### src/rtl/mem_arb_pkg.sv
// Shared types and widths for the instruction/data memory port arbiter.
package mem_arb_pkg;
  localparam int ADDR_W = 11;
  localparam int DATA_W = 32;
  localparam int CNT_W  = 3;

  typedef enum logic [1:0] {ARB, PEND_I, PEND_D} arb_state_t;
  typedef enum logic [1:0] {RTN_NONE, RTN_I, RTN_D} rtn_sel_t;
endpackage

### src/rtl/mem_arb_grant.sv
// Combinational grant, mask and stall decision for the shared memory port.
module mem_arb_grant
  import mem_arb_pkg::*;
#(
  parameter int MAX_D_BURST = 4
) (
  input  arb_state_t       state,
  input  logic [CNT_W-1:0] burst_cnt,
  input  logic             ireq,
  input  logic             dreq,
  output logic             grant_i,
  output logic             grant_d,
  output logic             stall,
  output arb_state_t       state_next,
  output logic [CNT_W-1:0] burst_cnt_next
);

  always_comb begin
    grant_i        = 1'b0;
    grant_d        = 1'b0;
    stall          = 1'b0;
    state_next     = ARB;
    burst_cnt_next = burst_cnt;
    case (state)
      ARB: begin
        if (ireq && dreq) begin
          stall = 1'b1;
          // MAX_D_BURST <= 7, so the increment below can never wrap.
          if (burst_cnt < CNT_W'(MAX_D_BURST)) begin
            grant_d        = 1'b1;
            state_next     = PEND_I;
            burst_cnt_next = burst_cnt + 1'b1;
          end else begin
            grant_i        = 1'b1;
            state_next     = PEND_D;
            burst_cnt_next = '0;
          end
        end else if (ireq) begin
          grant_i        = 1'b1;
          burst_cnt_next = '0;
        end else if (dreq) begin
          grant_d = 1'b1;
        end
      end
      // Second half of a conflict: the counter is left alone here.
      PEND_I:  grant_i = 1'b1;
      PEND_D:  grant_d = 1'b1;
      default: state_next = ARB;
    endcase
  end

endmodule

### src/rtl/mem_port_arbiter.sv
// Shares one single-port SRAM between instruction fetch and data access,
// serialising conflicts with a one-cycle stall and steering read data back.
module mem_port_arbiter
  import mem_arb_pkg::*;
#(
  parameter int MAX_D_BURST = 4
) (
  input  logic              clk,
  input  logic              rst_n,
  input  logic              i_oen,
  input  logic [ADDR_W-1:0] i_addr,
  output logic [DATA_W-1:0] ir,
  input  logic              d_oen,
  input  logic              d_wen,
  input  logic [ADDR_W-1:0] d_addr,
  input  logic [DATA_W-1:0] d_wdata,
  output logic [DATA_W-1:0] d_rdata,
  output logic              stall,
  output logic              mem_oen,
  output logic              mem_wen,
  output logic [ADDR_W-1:0] mem_addr,
  output logic [DATA_W-1:0] mem_wdata,
  input  logic [DATA_W-1:0] mem_rdata
);

  arb_state_t        state_reg, state_next;
  rtn_sel_t          rtn_sel_reg, rtn_sel_next;
  logic [CNT_W-1:0]  burst_cnt_reg, burst_cnt_next;
  logic [DATA_W-1:0] ir_q_reg, d_q_reg;
  logic [ADDR_W-1:0] addr_hold_reg;
  logic [DATA_W-1:0] wdata_hold_reg;
  logic              ireq, dreq, d_write, grant_i, grant_d;

  // Requests are ignored while reset is held so the SRAM stays idle.
  assign ireq    = ~i_oen & rst_n;
  assign d_write = ~d_wen;
  assign dreq    = (~d_oen | d_write) & rst_n;

  mem_arb_grant #(.MAX_D_BURST(MAX_D_BURST)) u_grant (
    .state          (state_reg),
    .burst_cnt      (burst_cnt_reg),
    .ireq           (ireq),
    .dreq           (dreq),
    .grant_i        (grant_i),
    .grant_d        (grant_d),
    .stall          (stall),
    .state_next     (state_next),
    .burst_cnt_next (burst_cnt_next)
  );

  always_comb begin
    mem_oen      = 1'b1;
    mem_wen      = 1'b1;
    mem_addr     = addr_hold_reg;
    mem_wdata    = wdata_hold_reg;
    rtn_sel_next = RTN_NONE;
    if (grant_i) begin
      mem_oen      = 1'b0;
      mem_addr     = i_addr;
      rtn_sel_next = RTN_I;
    end else if (grant_d) begin
      mem_addr = d_addr;
      // A write wins over a simultaneous read on the data port.
      if (d_write) begin
        mem_wen   = 1'b0;
        mem_wdata = d_wdata;
      end else begin
        mem_oen      = 1'b0;
        rtn_sel_next = RTN_D;
      end
    end
  end

  assign ir      = (rtn_sel_reg == RTN_I) ? mem_rdata : ir_q_reg;
  assign d_rdata = (rtn_sel_reg == RTN_D) ? mem_rdata : d_q_reg;

  always_ff @(posedge clk or negedge rst_n) begin
    if (!rst_n) begin
      state_reg      <= ARB;
      rtn_sel_reg    <= RTN_NONE;
      burst_cnt_reg  <= '0;
      ir_q_reg       <= '0;
      d_q_reg        <= '0;
      addr_hold_reg  <= '0;
      wdata_hold_reg <= '0;
    end else begin
      state_reg      <= state_next;
      rtn_sel_reg    <= rtn_sel_next;
      burst_cnt_reg  <= burst_cnt_next;
      ir_q_reg       <= ir;
      d_q_reg        <= d_rdata;
      addr_hold_reg  <= mem_addr;
      wdata_hold_reg <= mem_wdata;
    end
  end

endmodule

### config.mk
export PLATFORM = sky130hd
export DESIGN_NAME = mem_port_arbiter
export DESIGN_NICKNAME = d
export VERILOG_FILES = /design/src/rtl/mem_arb_pkg.sv /design/src/rtl/mem_arb_grant.sv /design/src/rtl/mem_port_arbiter.sv
export SDC_FILE = /design/constraint.sdc
export NUM_CORES = 1
export LEC_CHECK = 0
export CAP_MARGIN = 20
export CORE_MARGIN = 2
export CORE_UTILIZATION = 60
export CTS_BUF_LIST = sky130_fd_sc_hd__clkbuf_4
export DETAILED_ROUTE_END_ITERATION = 10
export DONT_BUFFER_PORTS = 1
export PLACE_DENSITY = 0.77
export SYNTH_ARGS = -nofsm -noshare
export SYNTH_HDL_FRONTEND = slang
export SYNTH_SLANG_ARGS = --single-unit
### constraint.sdc
create_clock -name clk -period 4.9 [get_ports clk]
set_clock_uncertainty 0.2 [all_clocks]
set_input_delay 0.98 -clock clk [delete_from_list [all_inputs] [get_ports clk]]
set_output_delay 0.98 -clock clk [all_outputs]
set_load 0.02 [all_outputs]
==> results of run 1 <==
## per-stage QoR
step / instance area [sq um] / power, mW / hold WS, ns / instances
2_1_floorplan: 4529 / 2.301 / 0.2771 / 299
3_3_place_gp: 4589 / 2.415 / 0.2918 / 385
3_5_place_dp: 4589 / 2.458 / 0.3016 / 385
4_1_cts: 4907 / 3.177 / 0.1946 / 418
5_1_grt: 4907 / 3.301 / 0.2079 / 418
6_report: 4907 / 3.138 / 0.2124 / 418
## cell families (layout without fill, tap and decap cells)
| group | after synthesis | after routing | synth area share [%] |
|---|---|---|---|
| buffers and inverters | 20 | 40 | 2.376 |
| and+or+nand+nor | 37 | 37 | 4.917 |
| DFF | 114 | 114 | 62.98 |
| muxes | 97 | 97 | 24.36 |
| AOI/OAI and AO/OA | 30 | 30 | 5.083 |
| adders and majority gates | 1 | 1 | 0.2762 |
## placed cells by master (no fill, tap or decap)
cell type	n
dfrtp_1	114
a31o_2	1
clkbuf_4	20
nand4b_1	1
nand2b_1	3
a21oi_4	1
nor2_1	12
clkinv_2	4
mux2_2	90
buf_4	4
mux2_1	4
nand2_1	2
o21ai_0	1
clkinvlp_4	3
clkinv_1	2
a32oi_1	11
or3b_2	1
buf_16	1
and2b_2	1
a31oi_4	1
and2_1	2
ha_1	1
or4b_4	1
a2bb2oi_1	1
nor2b_2	1
a21oi_1	13
nor2b_1	10
a22o_1	1
nand2_2	1
nor3_4	1
inv_1	3
and2b_1	1
bufinv_16	3
mux2_4	3
## power groups by stage
stage	clock network, mW	logic, mW	registers [mW]
final	0.694	1.08	1.37
after global routing	0.764	1.14	1.40
after CTS	0.717	1.09	1.37
after detailed placement	0	1.07	1.39
after global placement	0	1.05	1.37
after floorplan	0	0.953	1.35
## area by class of cell
class,instances,share of cell area (%)
multi-input cells,165,32.02
repair buffers,5,1.173
well taps,99,2.524
clock inverters,12,2.856
clock buffers,20,3.060
flip-flops and latches,114,58.13
inverters,3,0.2295
## timing repair
| action | in CTS | in global routing |
|---|---|---|
| hold buffers | 1 | 0 |
| gates resized for setup | 0 | 0 |
| endpoints found under the hold margin | 114 | 0 |
| buffers inserted | 0 | 0 |
## routing by layer
metal	part of all wire [%]	up-vias
li1	-	1078
met1	37	1208
met2	51	121
met3	11	11
met4	1.1	0
met5	0	-
## worst max-delay path by stage
stage | startpoint | endpoint | slack [ns] | cells past startpoint
global placement | rst_n | mem_addr[4] | 1.48 | 4
floorplan | i_oen | mem_addr[0] | 1.58 | 4
detailed placement | rst_n | mem_addr[8] | 1.44 | 4
CTS | state_reg[0]$_DFF_PN0_ | mem_addr[8] | 1.32 | 3
global route | state_reg[0]$_DFF_PN0_ | mem_addr[8] | 1.17 | 3
finish | state_reg[0]$_DFF_PN0_ | mem_addr[8] | 1.37 | 3
==> results.txt, run 1 <==
Die Span X -> 90.89 um
P_sw -> 1.182 mW
Max VDD drop -> 0.3164 mV
Filler cells -> 546
Combinational share of power -> 34.3%
Switching Fraction -> 37.67%
Power Density -> 639.4 nW/um^2
Mapped Avg Cell Area -> 15.15 sq um
Total negative setup slack -> 0 ns
Clock share of power -> 22.1%
Sequential share of the synthesized area -> 62.98%
Share of cells above drive strength 1 -> 42.95%
First-pass detailed-route iteration total -> 5
Synth async-reset ratio -> 100.0%
Critical path cell sequence -> nand4b_1, a32oi_1, a21oi_1
Unrepaired setup endpoints after global routing -> false
Initial Util -> 62.11%
Port Buf Inserts -> 0
Most numerous cell in the Yosys netlist -> dfrtp_1
Synthesized area -> 4529 sq um
Synth cell count leaders -> dfrtp_1 (114), mux2_2 (90), a21oi_1 (13), nor2_1 (12)
WP buf/inv -> 0
Final ANT Viol Nets -> 0
Total number of H-tree levels -> 4
Leak pwr -> 2.073 nW
Area occupied by registers -> 2853 sq um
First-pass GRT wire length -> 14,100 um
Clock sink count -> 114
Crit path capture type -> output pin
First DRT Iteration DRCs -> 109
Final Hold Vio Count -> 0
Grt total ovfl -> 0
Internal -> 1.956 mW
Post-Synthesis Net Count -> 391
Post-synth cell types -> 29
Crit Path Category -> reg2out
Clock-pin slew on the worst setup and hold paths -> 0.11 ns
Slew headroom -> 60.06%
Via density -> 5.785
Core ar. -> 7292 sq um
Hold WC Path Type -> in2async
DRC Markers -> 0
Number of global-route vias before repair -> 2,671
GRT busiest layer -> met2
Wire per inst -> 21.29 um
Root buf cell -> clkbuf_4
DPL Wire Length -> 6221 um
CTS tree -> done
Period utilization -> 72.06%
Boundary Pins -> 201
Max Cap Violations -> 0
Status -> completed
GPL Wtd Cong -> 0.7376
Max Slew Vio Count -> 0
Post-synth EDFFs -> 0
Slew @ Worst Pin -> 0.5991 ns
Gr usage total -> 22.51%
Post-layout nets -> 398
Share of the synthesized area in the top cell type -> 62.98%
Deepest clock path buffer count -> 2
Crit path required time -> 3.72 ns
Critical-path top delay cell -> dfrtp_1
Area of the multi-input gates -> 1572 sq um
Crit path time final -> 3.531 ns
Crit-path max cell delay -> 0.73 ns
Post-layout util -> 67.30%
Yosys warnings -> 0
# rows -> 31
Startpoint types -> register
Max Fclk -> 0.2832 GHz
Post-synth top area cell -> dfrtp_1
Crit Path Max Fanout -> 17
Final setup viols -> 0
Drt total wl -> 8900 um
Ant diodes -> 0
R2r worst-path depth -> 3
Met2 Track Usage GR -> 36.57%
Area Growth Syn to Fin -> 8.343%
Post-Syn Instances -> 299
Post-synthesis register bit count -> 114
Place WS -> 1.444 ns
Met3 Track Usage GR -> 11.77%
CTS buffer count -> 17
R2r setup slk -> 2.67 ns
Synth top area cells -> dfrtp_1 (63%), mux2_2 (22%), a32oi_1 (2.1%), nor2b_1 (1.5%), a21oi_1 (1.4%)
Final worst setup slack -> 1.369 ns
Vias -> 2,418
Die footprint -> 8260 sq um
Worst EP arrival -> 2.35 ns
CP top delay family -> flip-flops
M1 GR Usage -> 25.50%
Most common flop cell mapped by yosys -> dfrtp_1
Seq pwr share -> 43.6%
Initial antenna violation count -> 0
Largest net degree at the start of global routing -> 115
Die height -> 90.89 um
Reg-to-reg endpoint -> addr_hold_reg[8]$_DFF_PN0_
Worst r2r src -> state_reg[0]$_DFF_PN0_
Clock latency at the later pin of the worst-skew pair -> 0.49 ns
No activity file was read; power rests on OpenSTA's default activity.
==> run 2: changes to the inputs <==
--- a/config.mk
+++ b/config.mk
@@ -7,11 +7,11 @@
 export LEC_CHECK = 0
 export CAP_MARGIN = 20
 export CORE_MARGIN = 2
-export CORE_UTILIZATION = 60
+export CORE_UTILIZATION = 59
 export CTS_BUF_LIST = sky130_fd_sc_hd__clkbuf_4
 export DETAILED_ROUTE_END_ITERATION = 10
 export DONT_BUFFER_PORTS = 1
-export PLACE_DENSITY = 0.77
+export PLACE_DENSITY = 0.79
 export SYNTH_ARGS = -nofsm -noshare
 export SYNTH_HDL_FRONTEND = slang
 export SYNTH_SLANG_ARGS = --single-unit
==> constraint.sdc (replaced) <==
create_clock -name clk -period 2.85 [get_ports clk]
set_clock_uncertainty 0.2 [all_clocks]
set_input_delay 0.57 -clock clk [delete_from_list [all_inputs] [get_ports clk]]
set_output_delay 0.57 -clock clk [all_outputs]
set_load 0.02 [all_outputs]
==> run 2 against run 1 <==
The flow now finishes with violations (hold timing). Die area is 1.6% higher. Utilization is 6.4 points higher. Flip-flop and latch count unchanged. First-iteration DRC count decreased by 12%. Register-to-register slack got worse by 1.9 ns. Clock power rose by 74%. Final cell count increased by 4.3%. Critical path depth up 3. Cell area increased by 10%. Global-route usage is 0.23 points higher. Highest routed layer unchanged.
==> results.txt, run 2 (synthesis results as in run 1) <==
Slew @ Worst Pin -> 0.3214 ns (was 0.5991 ns)
Hold_ws -> -0.4387 ns (was 0.2124 ns)
GPL Wtd Cong -> 0.6930 (was 0.7376)
Core ar. -> 7331 sq um (was 7292 sq um)
# rows -> 31 (unchanged)
Crit path capture type -> output pin (unchanged)
Crit Path Category -> reg2out (unchanged)
Initial antenna violation count -> 0 (unchanged)
First DRT Iteration DRCs -> 96 (was 109)
Clock sink count -> 114 (unchanged)
Final ANT Viol Nets -> 0 (unchanged)
Vias -> 2,524 (was 2,418)
Drt total wl -> 9950 um (was 8900 um)
R2r setup slk -> 0.74 ns (was 2.67 ns)
Max Cap Violations -> 0 (unchanged)
Crit path required time -> 2.08 ns (was 3.72 ns)
DRC Markers -> 0 (unchanged)
Worst r2r src -> state_reg[0]$_DFF_PN0_ (unchanged)
Post-layout nets -> 416 (was 398)
Period utilization -> 99.43%
Largest net degree at the start of global routing -> 120 (was 115)
CTS buffer count -> 17 (unchanged)
Share of cells above drive strength 1 -> 51.63% (was 42.95%)
Total number of H-tree levels -> 4 (unchanged)
Reg-to-reg endpoint -> burst_cnt_reg[1]$_DFFE_PN0P_ (was addr_hold_reg[8]$_DFF_PN0_)
First-pass detailed-route iteration total -> 4 (was 5)
Hold Buf Count CTS -> 1 (unchanged)
Number of global-route vias before repair -> 2,624 (was 2,671)
Leak pwr -> 2.310 nW (was 2.073 nW)
Slew headroom -> 78.57% (was 60.06%)
Unrepaired setup endpoints after global routing -> true (was false)
Die footprint -> 8393 sq um (was 8260 sq um)
Commonest non-fill, non-tap cell in the layout -> dfrtp_1 (unchanged)
Initial Util -> 61.79% (was 62.11%)
Most frequent cells in the layout -> dfrtp_1 (112), mux2_2 (61), mux2_4 (32), clkbuf_4 (18), buf_4 (13) (was dfrtp_1 (114), mux2_2 (90), clkbuf_4 (20), a21oi_1 (13), nor2_1 (12))
Total power -> 5.683 mW (was 3.138 mW)
Final Hold Vio Count -> 114 (was 0)
Area Growth Syn to Fin -> 19.20% (was 8.343%)
Gr usage total -> 22.73% (was 22.51%)
R2r worst-path depth -> 5 (was 3)
Critical-path top delay cell -> dfrtp_1 (unchanged)
Crit Path Max Fanout -> 11 (was 17)
First-pass GRT wire length -> 14,480 um (was 14,100 um)
Max Fclk -> 0.3529 GHz
Die height -> 91.62 um (was 90.89 um)
Max Slew Vio Count -> 0 (unchanged)
Ant diodes -> 0 (unchanged)
Port Buf Inserts -> 0 (unchanged)
Hold WC Path Type -> in2async (unchanged)
Critical path cell sequence -> buf_4, a21oi_1, a2bb2oi_2, buf_8, nor2_1, a21oi_2 (was nand4b_1, a32oi_1, a21oi_1)
Crit-path max cell delay -> 0.40 ns (was 0.73 ns)
Worst EP arrival -> 2.06 ns (was 2.35 ns)
Crit path time final -> 2.834 ns
Clock latency at the later pin of the worst-skew pair -> 0.48 ns (was 0.49 ns)
Power Density -> 1053 nW/um^2 (was 639.4 nW/um^2)
Wire per inst -> 22.82 um (was 21.29 um)
Boundary Pins -> 201 (unchanged)
Total negative setup slack -> 0 ns (unchanged)
Die Span X -> 91.62 um (was 90.89 um)
Startpoint types -> register (unchanged)
Root buf cell -> clkbuf_4 (unchanged)
Max VDD drop -> 0.5637 mV (was 0.3164 mV)
Violated checks -> hold timing
Final setup viols -> 0 (unchanged)
Grt total ovfl -> 0 (unchanged)
DPL Wire Length -> 6406 um (was 6221 um)
Deepest clock path buffer count -> 2 (unchanged)
Via density -> 5.789 (was 5.785)
Clock-pin slew on the worst setup and hold paths -> 0.11 ns (about the same)
CTS tree -> done (unchanged)
Status -> finished, violations left (was completed)
==> run 2: report_power, final <==
part,switching [mW],internal (mW)
Sequential,0.170,2.19
Clock,0.596,0.614
Combinational,1.38,0.734
==> run 2: stage by stage <==
stage	instance area (sq um)	worst slack (ns)	std cells	util [%]	hold WS, ns
final	5399	0.01615	436	73.65	-0.4387
after global routing	5399	-0.08549	436	73.65	-0.5151
after floorplan	4529	0.3508	299	-	0.07441
after CTS	5206	-0.02807	429	71.02	-0.4852
after global placement	4649	0.2927	389	63.42	0.07651
after detailed placement	4649	0.2500	389	63.42	0.07775
==> run 2: layout make-up <==
cell class | instances | area (sq um)
Clock buffer | 18 | 135.1
Clock inverter | 14 | 165.2
Fill cell | 460 | 1932
Inverter | 3 | 11.26
Multi-Input combinational cell | 165 | 1831
Sequential cell | 114 | 2855
Tap cell | 99 | 123.9
Timing Repair Buffer | 23 | 277.8
==> run 2: what timing repair did <==
action | CTS | global route
pin swaps | 2 | 1
resized for setup | 37 | 30
endpoints found under the setup margin | 41 | 64
hold endpoints to repair | 115 | 114
setup buffers | 6 | 4
cloned | 1 | 3
==> run 2: routing by layer <==
| layer | vias up | GRT usage (%) | part of all wire [%] |
|---|---|---|---|
| met5 | - | 0 | 0 |
| met4 | 0 | 6.061 | 0.42 |
| met3 | 6 | 11.91 | 11 |
| met2 | 134 | 38.17 | 53 |
| met1 | 1267 | 25.43 | 36 |
| li1 | 1117 | - | - |
==> run 2: critical path, delay by kind of cell (launching register included) <==
| family | cells | cell delay, ns |
|---|---|---|
| AOI/OAI and AO/OA | 3 | 0.70 |
| buffers and inverters | 2 | 0.39 |
| DFF | 1 | 0.40 |
| and+or+nand+nor | 1 | 0.09 |
==> run 2: how the worst max path moves through the flow <==
stage	from	cells after the start	end
finish	burst_cnt_reg[2]$_DFFE_PN0P_	6	mem_addr[7]
global route	burst_cnt_reg[2]$_DFFE_PN0P_	6	mem_addr[7]
CTS	state_reg[1]$_DFF_PN0_	6	mem_oen
detailed placement	rst_n	4	mem_addr[2]
global placement	rst_n	4	mem_addr[2]
floorplan	i_oen	4	mem_addr[0]
==> run 3: changes to the inputs <==
--- a/config.mk
+++ b/config.mk
@@ -7,11 +7,11 @@
 export LEC_CHECK = 0
 export CAP_MARGIN = 20
 export CORE_MARGIN = 2
-export CORE_UTILIZATION = 59
+export CORE_UTILIZATION = 30
 export CTS_BUF_LIST = sky130_fd_sc_hd__clkbuf_4
 export DETAILED_ROUTE_END_ITERATION = 10
 export DONT_BUFFER_PORTS = 1
-export PLACE_DENSITY = 0.79
+export PLACE_DENSITY = 0.46
 export SYNTH_ARGS = -nofsm -noshare
 export SYNTH_HDL_FRONTEND = slang
 export SYNTH_SLANG_ARGS = --single-unit
==> run 3 against run 2 <==
Maximum frequency is 2.1% higher. The flow still finishes with violations (hold timing). Largest power group unchanged. Utilization is 33 points lower. Register-to-register slack better by 0.10 ns. First-iteration DRC count is 43% lower. Global-route usage is 9.4 points lower. Sequential power hardly changed. Final cell count is 27% higher. Routed wire length is 9.5% higher. Critical path depth stayed put. Combinational power is 5% higher. Clock power is 8% higher.
==> results.txt, run 3 (synthesis results as in run 1) <==
Status -> finished, violations left (unchanged)
Violated checks -> hold timing (unchanged)
Slew headroom -> 75.78% (was 78.57%)
Final worst setup slack -> 0.07374 ns (was 0.01615 ns)
Max VDD drop -> 0.3316 mV (was 0.5637 mV)
Filler cells -> 1,359 (was 460)
Period utilization -> 97.41% (was 99.43%)
Total negative setup slack -> 0 ns (unchanged)
Area Growth Syn to Fin -> 32.87% (was 19.20%)
Startpoint types -> register (unchanged)
Max Cap Violations -> 0 (unchanged)
Clock sink count -> 114 (unchanged)
Hold_ws -> -0.4587 ns (was -0.4387 ns)
Die footprint -> 16,100 sq um (was 8393 sq um)
Leak pwr -> 2.494 nW (was 2.310 nW)
Wire per inst -> 19.74 um (was 22.82 um)
First-pass GRT wire length -> 16,240 um (was 14,480 um)
CTS tree -> done (unchanged)
Final ANT Viol Nets -> 0 (unchanged)
Most frequent cells in the layout -> dfrtp_1 (112), mux2_2 (61), dlygate4sd3_1 (33), mux2_4 (32), clkbuf_4 (19) (was dfrtp_1 (112), mux2_2 (61), mux2_4 (32), clkbuf_4 (18), buf_4 (13))
Total power -> 5.882 mW (was 5.683 mW)
Crit Path Category -> reg2out (unchanged)
Commonest non-fill, non-tap cell in the layout -> dfrtp_1 (unchanged)
Clock-pin slew on the worst setup and hold paths -> 0.10 ns (was 0.11 ns)
Slew @ Worst Pin -> 0.3632 ns (was 0.3214 ns)
Crit path capture type -> output pin (unchanged)
Unrepaired setup endpoints after global routing -> true (unchanged)
Max Slew Vio Count -> 0 (unchanged)
Combinational share of power -> 37.8% (was 37.2%)
Crit Path Max Fanout -> 8 (was 11)
Number of global-route vias before repair -> 2,933 (was 2,624)
Grt total ovfl -> 0 (unchanged)
Initial Util -> 30.93% (was 61.79%)
Drt total wl -> 10,900 um (was 9950 um)
Deepest clock path buffer count -> 2 (unchanged)
Hold WC Path Type -> in2async (unchanged)
GPL Wtd Cong -> 0.7016 (was 0.6930)
Clock latency at the later pin of the worst-skew pair -> 0.51 ns (was 0.48 ns)
DRC Markers -> 0 (unchanged)
R2r worst-path depth -> 5 (unchanged)
Critical-path top delay cell -> dfrtp_1 (unchanged)
Vias -> 2,685 (was 2,524)
Post-layout nets -> 446 (was 416)
Worst EP arrival -> 2.01 ns (was 2.06 ns)
Crit path time final -> 2.776 ns (was 2.834 ns)
First DRT Iteration DRCs -> 55 (was 96)
Max Fclk -> 0.3602 GHz (was 0.3529 GHz)
Crit path required time -> 2.08 ns (about the same)
Gr usage total -> 13.30% (was 22.73%)
CTS buffer count -> 17 (unchanged)
Share of cells above drive strength 1 -> 52.04% (was 51.63%)
Core ar. -> 14,640 sq um (was 7331 sq um)
P_sw -> 2.176 mW (was 2.145 mW)
Switching Fraction -> 37.00% (was 37.75%)
Power Density -> 977.3 nW/um^2 (was 1053 nW/um^2)
R2r setup slk -> 0.84 ns (was 0.74 ns)
Die Span X -> 126.9 um (was 91.62 um)
Via density -> 4.864 (was 5.789)
Clock share of power -> 22.3% (was 21.3%)
Final setup viols -> 0 (unchanged)
# rows -> 44 (was 31)
Internal -> 3.706 mW (was 3.537 mW)
Root buf cell -> clkbuf_4 (unchanged)
Initial antenna violation count -> 1 (was 0)
Boundary Pins -> 201 (unchanged)
Place WS -> 0.2272 ns (was 0.2500 ns)
Largest net degree at the start of global routing -> 120 (unchanged)
Total number of H-tree levels -> 4 (unchanged)
Die height -> 126.9 um (was 91.62 um)
DPL Wire Length -> 6704 um (was 6406 um)
First-pass detailed-route iteration total -> 4 (unchanged)
Critical path cell sequence -> nand2b_1, a31oi_4, nor3_4, buf_6, clkbuf_16, mux2_4 (was buf_4, a21oi_1, a2bb2oi_2, buf_8, nor2_1, a21oi_2)
Final Hold Vio Count -> 114 (unchanged)
Seq pwr share -> 39.9% (was 41.5%)
Port Buf Inserts -> 0 (unchanged)
Crit-path max cell delay -> 0.41 ns (was 0.40 ns)
run 3: cell count changes in the layout (fill, tap and decap cells not counted), sizes merged:
| cell | previous run | this run |
|---|---|---|
| buf | 20 | 16 |
| clkbuf | 20 | 23 |
| bufinv | 3 | 4 |
| diode | 0 | 1 |
| dlygate4sd3 | 1 | 33 |
| clkinvlp | 3 | 1 |
run 3: repair_timing:
item,CTS,global route
setup endpoints to repair,44,45
endpoints found under the hold margin,137,124
cloned,1,5
setup buffers,7,0
hold buffers,23,10
gates resized for setup,68,23
pin swaps,2,5
run 3: power by group through the flow:
stage          Clock, mW  Sequential [mW]  Combinational, mW
2_1_floorplan          0             2.32               1.64
3_3_place_gp           0             2.35               1.88
3_5_place_dp           0             2.37               1.89
4_1_cts             1.37             2.34               2.14
5_1_grt             1.45             2.41               2.35
6_report            1.31             2.35               2.22
run 3: layout make-up:
cell class | instances | area (sq um) | share of cell area (%)
Sequential cell | 114 | 2855 | 47.44
Antenna cell | 1 | 2.502 | 0.04158
Multi-Input combinational cell | 165 | 1981 | 32.91
Tap cell | 184 | 230.2 | 3.825
Timing Repair Buffer | 53 | 626.9 | 10.42
Clock inverter | 13 | 166.4 | 2.765
Inverter | 3 | 13.76 | 0.2287
Clock buffer | 19 | 142.6 | 2.370
run 3: critical path, delay by kind of cell, from the launching register on:
family	cells	cell delay (ns)
flops	1	0.41
buf+inv	2	0.32
mux	1	0.34
compound gates	1	0.11
simple gates	2	0.30
run 3: final timing paths:
check                                              from                            to
min reg2reg                burst_cnt_reg[1]$_DFFE_PN0P_  burst_cnt_reg[1]$_DFFE_PN0P_
min in group clk                                  d_oen  burst_cnt_reg[2]$_DFFE_PN0P_
max                        burst_cnt_reg[2]$_DFFE_PN0P_                 mem_wdata[26]
min                                               rst_n         ir_q_reg[3]$_DFF_PN0_
max in group asynchronous                         rst_n        ir_q_reg[26]$_DFF_PN0_
max reg2reg                      state_reg[1]$_DFF_PN0_  burst_cnt_reg[0]$_DFFE_PN0P_
run 3: per-stage QoR:
stage / area (sq um) / cells / util [%]
6_report: 6018 / 552 / 41.10
5_1_grt: 6018 / 552 / 41.10
3_5_place_dp: 4770 / 473 / 32.57
3_3_place_gp: 4770 / 473 / 32.57
2_1_floorplan: 4529 / 299 / -
4_1_cts: 5660 / 536 / 38.65
run 3: routing by layer:
metal  GRT usage [%]  wire (um)  up-vias
met1           14.45       4095     1374
met4           4.072         85        0
met5               0          0        -
met3           8.562       1260        8
li1                -          -     1179
met2           21.38       5455      124
